### config.mk
export PLATFORM = sky130hd
export DESIGN_NAME = hazard_scoreboard
export DESIGN_NICKNAME = d
export VERILOG_FILES = /design/src/rtl/tartaruga_pkg.sv /design/src/rtl/hazard_sb_match.sv /design/src/rtl/hazard_scoreboard.sv
export SDC_FILE = /design/constraint.sdc
export NUM_CORES = 1
export LEC_CHECK = 0
export CELL_PAD_IN_SITES_DETAIL_PLACEMENT = 1
export CELL_PAD_IN_SITES_GLOBAL_PLACEMENT = 1
export CORE_ASPECT_RATIO = 1.75
export CORE_MARGIN = 4
export CORE_UTILIZATION = 35
export CTS_BUF_LIST = sky130_fd_sc_hd__clkbuf_8 sky130_fd_sc_hd__clkbuf_16
export DETAILED_ROUTE_END_ITERATION = 6
export PLACE_DENSITY = 0.69
export SLEW_MARGIN = 0
export SYNTH_ARGS = -nofsm -noshare
export SYNTH_HDL_FRONTEND = slang
export SYNTH_SLANG_ARGS = --single-unit
### constraint.sdc
create_clock -name clk_i -period 5.85 [get_ports clk_i]
set_input_delay 0.585 -clock clk_i [delete_from_list [all_inputs] [get_ports clk_i]]
set_output_delay 0.585 -clock clk_i [all_outputs]
set_load 0.01 [all_outputs]
### src/rtl/tartaruga_pkg.sv
// Shared types and constants for the RR-stage hazard scoreboard.
package tartaruga_pkg;

    localparam int SB_DEPTH_DEFAULT = 5;

    // Stored destination width; wide enough for any REG_W this pipeline uses (REG_W <= 8).
    localparam int SB_RD_W = 8;

    // fwd_sel value meaning "read the register file".
    localparam int FWD_REGFILE = 0;

    typedef struct packed {
        logic               valid;
        logic [SB_RD_W-1:0] rd;
        logic               we;
        logic               is_load;
    } sb_entry_t;

endpackage

### src/rtl/hazard_sb_match.sv
// Per-source lookup: finds the youngest in-flight producer of one source operand
// and reports whether its result is not yet forwardable.
module hazard_sb_match
    import tartaruga_pkg::*;
#(
    parameter int DEPTH    = SB_DEPTH_DEFAULT,
    parameter int REG_W    = 5,
    parameter int LOAD_RDY = 3,
    parameter int SEL_W    = $clog2(DEPTH + 1)
) (
    input  sb_entry_t [DEPTH:1] entries,
    input  logic [REG_W-1:0]    rs,
    input  logic                used,
    output logic [SEL_W-1:0]    sel,
    output logic                not_ready
);

    // Priority encode oldest-to-youngest so the youngest match overwrites older ones.
    always_comb begin
        sel       = SEL_W'(FWD_REGFILE);
        not_ready = 1'b0;
        for (int k = DEPTH; k >= 1; k--) begin
            if (used && (rs != '0) && entries[k].valid && entries[k].we &&
                (entries[k].rd == SB_RD_W'(rs))) begin
                sel       = SEL_W'(k);
                not_ready = entries[k].is_load && (k < LOAD_RDY);
            end
        end
    end

endmodule

### src/rtl/hazard_scoreboard.sv
// RAW-hazard tracker beside RR: shift pipe of destinations mirroring EXE..WB,
// forwarding selection per source, load-use stall and a stall counter.
module hazard_scoreboard
    import tartaruga_pkg::*;
#(
    parameter int DEPTH    = SB_DEPTH_DEFAULT,
    parameter int NUM_SRC  = 2,
    parameter int REG_W    = 5,
    parameter int LOAD_RDY = 3,
    parameter int CNT_W    = 32,
    parameter int SEL_W    = $clog2(DEPTH + 1)
) (
    input  logic                     clk_i,
    input  logic                     rstn_i,
    input  logic                     issue_valid_i,
    input  logic [REG_W-1:0]         issue_rd_i,
    input  logic                     issue_we_i,
    input  logic                     issue_is_load_i,
    input  logic [NUM_SRC*REG_W-1:0] issue_rs_i,
    input  logic [NUM_SRC-1:0]       issue_rs_used_i,
    input  logic                     hold_i,
    input  logic                     flush_i,
    input  logic [DEPTH-1:0]         kill_mask_i,
    output logic                     issue_ready_o,
    output logic [NUM_SRC*SEL_W-1:0] fwd_sel_o,
    output logic [CNT_W-1:0]         stall_count_o
);

    sb_entry_t [DEPTH:1] entries;
    sb_entry_t [DEPTH:1] entries_nxt;
    logic [NUM_SRC-1:0]  src_not_ready;
    logic                hazard;
    logic                insert;

    for (genvar s = 0; s < NUM_SRC; s++) begin : g_src
        hazard_sb_match #(
            .DEPTH    (DEPTH),
            .REG_W    (REG_W),
            .LOAD_RDY (LOAD_RDY),
            .SEL_W    (SEL_W)
        ) u_match (
            .entries   (entries),
            .rs        (issue_rs_i[s*REG_W +: REG_W]),
            .used      (issue_rs_used_i[s]),
            .sel       (fwd_sel_o[s*SEL_W +: SEL_W]),
            .not_ready (src_not_ready[s])
        );
    end

    assign hazard        = issue_valid_i && (|src_not_ready);
    assign issue_ready_o = !hold_i && !hazard;
    assign insert        = issue_valid_i && issue_ready_o && !flush_i && issue_we_i;

    // Next pipe contents: kill applies to current entries, then shift or freeze.
    always_comb begin
        entries_nxt = entries;
        if (hold_i) begin
            for (int k = 1; k <= DEPTH; k++) begin
                entries_nxt[k].valid = entries[k].valid && !kill_mask_i[k-1];
            end
        end else begin
            for (int k = DEPTH; k >= 2; k--) begin
                entries_nxt[k]       = entries[k-1];
                entries_nxt[k].valid = entries[k-1].valid && !kill_mask_i[k-2];
            end
            entries_nxt[1] = '0;
            if (insert) begin
                entries_nxt[1].valid   = 1'b1;
                entries_nxt[1].rd      = SB_RD_W'(issue_rd_i);
                entries_nxt[1].we      = issue_we_i;
                entries_nxt[1].is_load = issue_is_load_i;
            end
        end
    end

    // Entry pipe register.
    always_ff @(posedge clk_i or negedge rstn_i) begin
        if (!rstn_i) begin
            entries <= '0;
        end else begin
            entries <= entries_nxt;
        end
    end

    // Saturating count of cycles lost to load-use hazards.
    always_ff @(posedge clk_i or negedge rstn_i) begin
        if (!rstn_i) begin
            stall_count_o <= '0;
        end else if (hazard && !hold_i && !flush_i && (stall_count_o != '1)) begin
            stall_count_o <= stall_count_o + 1'b1;
        end
    end

endmodule
Word level (Yosys, flattened, before mapping)
Index checks and enable logic that the tools add are counted.
{ "totals": {"register_bits": 84, "latch_bits": 0, "ramBits": 0, "rom_bits": 0, "word_cells": 106, "n_memories": 0} }
{ "classes": {"add_sub_neg": 1, "mul": 0, "n_div": 0, "order_cmp": 0, "n_eq_ne": 11, "shift": 0, "mux": 20, "bitwise": 0, "n_reduce_logical": 56} }
{ "ops": {"columns": ["operator", "count"], "rows": [
  ["$eq 8x5->1", 10],
  ["$logic_and 1x1->1", 45],
  ["$add 32x1->32 const B", 1],
  ["$ne 32x32->1 const B", 1],
  ["$mux 3", 10],
  ["$mux 11", 1],
  ["$reduce_bool 5->1", 2],
  ["$mux 1", 9],
  ["$logic_not 1->1", 8],
  ["$reduce_or 2->1", 1]
]} }

Logic depth before layout (Yosys ltp)
{ "depth": {"ltp_word": 16, "depth_mapped": 9, "depth_no_buf": 8} }

Modules after synthesis
Synthesis repeated with hierarchy kept, for this count alone.
{ "hier_totals": {"hier_cells": 369, "area_unflattened_um2": 4032.6} }
{ "by_module_without_submodules": {"columns": ["mod", "n_inst", "cells_per_inst", "area_each_um2", "seq_area_each_um2"], "rows": [
  ["hazard_scoreboard", 1, 243, 3096.7, 1801.7],
  ["hazard_sb_match", 2, 63, 467.9, 0.0]
]} }

Worst setup path before layout
No wires, ideal clock.
{ "synth_path": {"path_type": "in2out", "startpoint": "input issue_rs_i[6]", "endpoint": "output issue_ready_o", "arrival_ps": 2198, "required_time_ps": 5265, "setup_slack_ps": 3067, "path_stages": 8, "path_buffers": 1, "path_cell_list": "buf_2 or4_4 o21ai_4 nor3_1 a22o_4 a21oi_1 nor2b_1 nor2_1"} }
{ "synth_between": {"elab_chain_len": 11} }
{ "synth_rtl": {"columns": ["item", "line_no", "rtl"], "rows": [
  ["from (decl)", "hazard_scoreboard.sv:19", "input logic [NUM_SRC*REG_W-1:0] issue_rs_i,"],
  ["$reduce_bool 5->1", "hazard_sb_match.sv:23", "if (used && (rs != '0) && entries[k].valid && entries[k].we &&"],
  ["$logic_and 1x1->1 (4 in a row)", "hazard_sb_match.sv:23", null],
  ["$mux 1", "hazard_sb_match.sv:23", null],
  ["$mux 1 (*)", "hazard_sb_match.sv:23", null],
  ["$reduce_or 2->1 (*)", "hazard_scoreboard.sv:50", "assign hazard = issue_valid_i && (|src_not_ready);"],
  ["$logic_and 1x1->1 (*)", "hazard_scoreboard.sv:50", null],
  ["$logic_not 1->1 (*)", "hazard_scoreboard.sv:51", "assign issue_ready_o = !hold_i && !hazard;"],
  ["$logic_and 1x1->1 (*)", "hazard_scoreboard.sv:51", null],
  ["to (decl)", "hazard_scoreboard.sv:24", "output logic issue_ready_o,"]
]} }
Every way passes the cells marked *; elsewhere a longest branch is shown, timed or not.

Worst setup path in the final report
{ "layout_path": {"startpoint": "input issue_rs_i[7]", "endpoint": "output issue_ready_o"} }
The elaborated chain is that of the path after synthesis.

==> results.py <==
metrics = {
    "drt": {
        "drc": 0,
        "via_per_inst": 5.21,
        "postRouteAntennaNets": 0,
        "drt_iter0_markers": 73,
        "wire_per_inst_um": 19.7,
        "first_pass_iters": 4,
        "wirelength_um": 10600,
        "vias": 2805,
    },
    "power": {
        "leakagePower_uw": 0.00206,
        "p_total_uw": 1190,
        "vdd_drop_max_mv": 0.171,
        "power_density_mw_per_mm2": 248,
    },
    "timing": {
        "slew_headroom": 0.210,
        "post-route-min-period_ps": 3980,
        "fmax_mhz": 251,
        "finalCritPeriodShare": 0.681,
        "hold_viol": 0,
        "rsz0062_at_grt": "no",
        "fin_skew_ps": 8.09,
        "tightest_slew_ps": 1180,
        "fin_setup_tns_ps": 0,
        "setup_viol_count_final": 0,
        "finalMaxSlewViolations": 0,
    },
    "synth": {
        "syn_nets": 375,
        "yosysWarnings": 0,
        "synth-seq-cells": 69,
        "netlist_area_mm2": 0.00374,
        "synthArstFlopShare": 1.00,
        "synth-edff-count": 0,
        "ys_seq_area_frac": 0.461,
        "synth.area.top_cells": "dfrtp_1, xnor2_1, mux2_2",
        "ys_types": 40,
        "yosysTopAreaCellShare": 0.461,
        "avgSynthCellArea_um2": 10.9,
        "synth_ff_type": "dfrtp_1",
        "yosys.area.top_type": "dfrtp_1",
        "syn_inst": 345,
    },
    "final_layout": {
        "nets": 436,
        "mostFrequentLayoutCell": "dfrtp_1",
        "layout-drive-gt1-share": 0.131,
        "stdcell_count": 538,
        "layout_common_cells": "dfrtp_1, clkdlybuf4s50_1, xnor2_1",
        "fin_util": 0.463,
        "area_growth_pct": 28.1,
        "num_antenna_cells": 0,
    },
    "clock_network": {
        "cts_resized": 0,
        "postCtsSetupBuffers": 0,
        "cts_sinks": 69,
        "clockBufferDepth": 2,
        "clock-root-buffer": "clkbuf_16",
        "cts_tree": "yes",
        "holdBufCountCts": 0,
        "htreeDepth": 3,
        "cts.clk_slew.worst_paths_ps": 60,
        "numCtsBuffers": 9,
        "worst_skew_pair.late_latency_ps": 330,
    },
    "worst_setup_path": {
        "setup.worst_path.end_class": "output pin",
        "path_class": "input port to output pin",
        "cp.required_ps": 5270,
        "cp-start-kind": "input port",
        "arrival_ps": 3400,
        "worst-path-max-fanout": 6,
        "ff2ff_path_depth": 8,
    },
    "floorplanning": {
        "die-width_um": 86.2,
        "coreArea_mm2": 0.0104,
        "io_pins": 68,
        "core.rowCount": 49,
        "die_y_um": 145,
        "start_util": 0.361,
        "dieArea_mm2": 0.0125,
    },
    "global_route": {
        "use_met2": 0.329,
        "grt_antenna_before_repair": 0,
        "grt_max_degree": 70,
        "globalRouteOverflowTotal": 0,
        "grt_pass1_wl_um": 17300,
        "grtUsageMet3": 0.0414,
        "grt_use_met1": 0.199,
        "first_global_vias": 3208,
        "grt-busiest-layer": "met2",
        "grt.total_usage": 0.184,
    },
    "placed_design": {
        "port_buffers": 67,
        "numPlacedInstances": 522,
        "dp_hpwl_um": 8210,
        "routabilityCongestion": 0.869,
    },
    "job": {
        "drv_cap": 0,
    },
    "run_status": {
        "run_status": "finished clean",
    },
    "worst_hold_path": {
        "hold_class": "input port to asynchronous set/reset pin",
    },
}
metal layers:
| metal | vias up | wire length [um] |
|---|---|---|
| met5 | - | 0 |
| met2 | 65 | 5750 |
| met4 | 0 | 448 |
| met3 | 23 | 388 |
| met1 | 1390 | 3980 |
| li1 | 1327 | - |
report_power, final:
group | switching (uW) | internal, uW | total, uW
logic | 50.1 | 55.5 | 106
clock network | 200 | 371 | 571
registers | 18.7 | 492 | 510
total | 269 | 918 | 1190
synthesized netlist by cell type (5+ instances only):
| master | number |
|---|---|
| nor2_1 | 17 |
| xor2_1 | 24 |
| or4_1 | 5 |
| nand4_1 | 17 |
| nor4_1 | 8 |
| nor3_1 | 12 |
| and3_1 | 7 |
| xnor2_1 | 57 |
| clkbuf_1 | 5 |
| nand2b_1 | 6 |
| a22o_1 | 6 |
| mux2_2 | 25 |
| dfrtp_1 | 69 |
| buf_2 | 11 |
| nand2_1 | 26 |
| nand3_1 | 13 |
worst paths after layout:
| path | start | end | slack, ps |
|---|---|---|---|
| setup / recovery | issue_rs_i[7] | issue_ready_o | 1870 |
| hold / removal | rstn_i | entries[10] | 450 |
| setup reg to reg | stall_count_o[0] | stall_count_o[23] | 2490 |
| hold reg to reg | stall_count_o[12] | stall_count_o[12] | 490 |
| max in group asynchronous | rstn_i | entries[14] | 4810 |
| min in group clk_i | stall_count_o[12] | stall_count_o[12] | 490 |
through the flow:
stage | instance area (um2) | hold slack, ps | setup slack, ps
2_1_floorplan | 3740 | 289 | 3070
3_3_place_gp | 4480 | 479 | 1960
3_5_place_dp | 4480 | 494 | 1880
4_1_cts | 4800 | 493 | 1870
5_1_grt | 4800 | 534 | 1760
6_report | 4800 | 454 | 1870
critical path, cell delays in order:
cell	delay [ps]
clkdlybuf4s50_1	680
or4_4	230
o21ai_4	70
or4_1	620
a22o_4	300
a21oi_1	210
nor2b_1	80
nor2_1	90
clkdlybuf4s50_1	540
registers in the layout, indices dropped and copies added (netlist names):
register       flops
entries           37
stall_count_o     32
cell type report:
type | instances | area (um2)
Fill cell | 1141 | 5570
Multi-Input combinational cell | 255 | 1910
Tap cell | 127 | 159
Clock buffer | 9 | 225
Sequential cell | 69 | 1730
Inverter | 2 | 7.51
Clock inverter | 7 | 91.3
Timing Repair Buffer | 69 | 681
cells by family (layout without fill, tap and decap cells):
| family | count (synthesis) | after routing | share of synthesized area |
|---|---|---|---|
| DFF | 69 | 69 | 0.461 |
| adders and majority gates | 1 | 1 | 0.00334 |
| buffers and inverters | 21 | 87 | 0.0297 |
| xor gates and xnor gates | 81 | 81 | 0.190 |
| AOI/OAI and AO/OA | 21 | 21 | 0.0471 |
| muxes | 28 | 28 | 0.0832 |
| and+or+nand+nor | 124 | 124 | 0.186 |
Note: power is estimated with default switching activity, not from simulation.
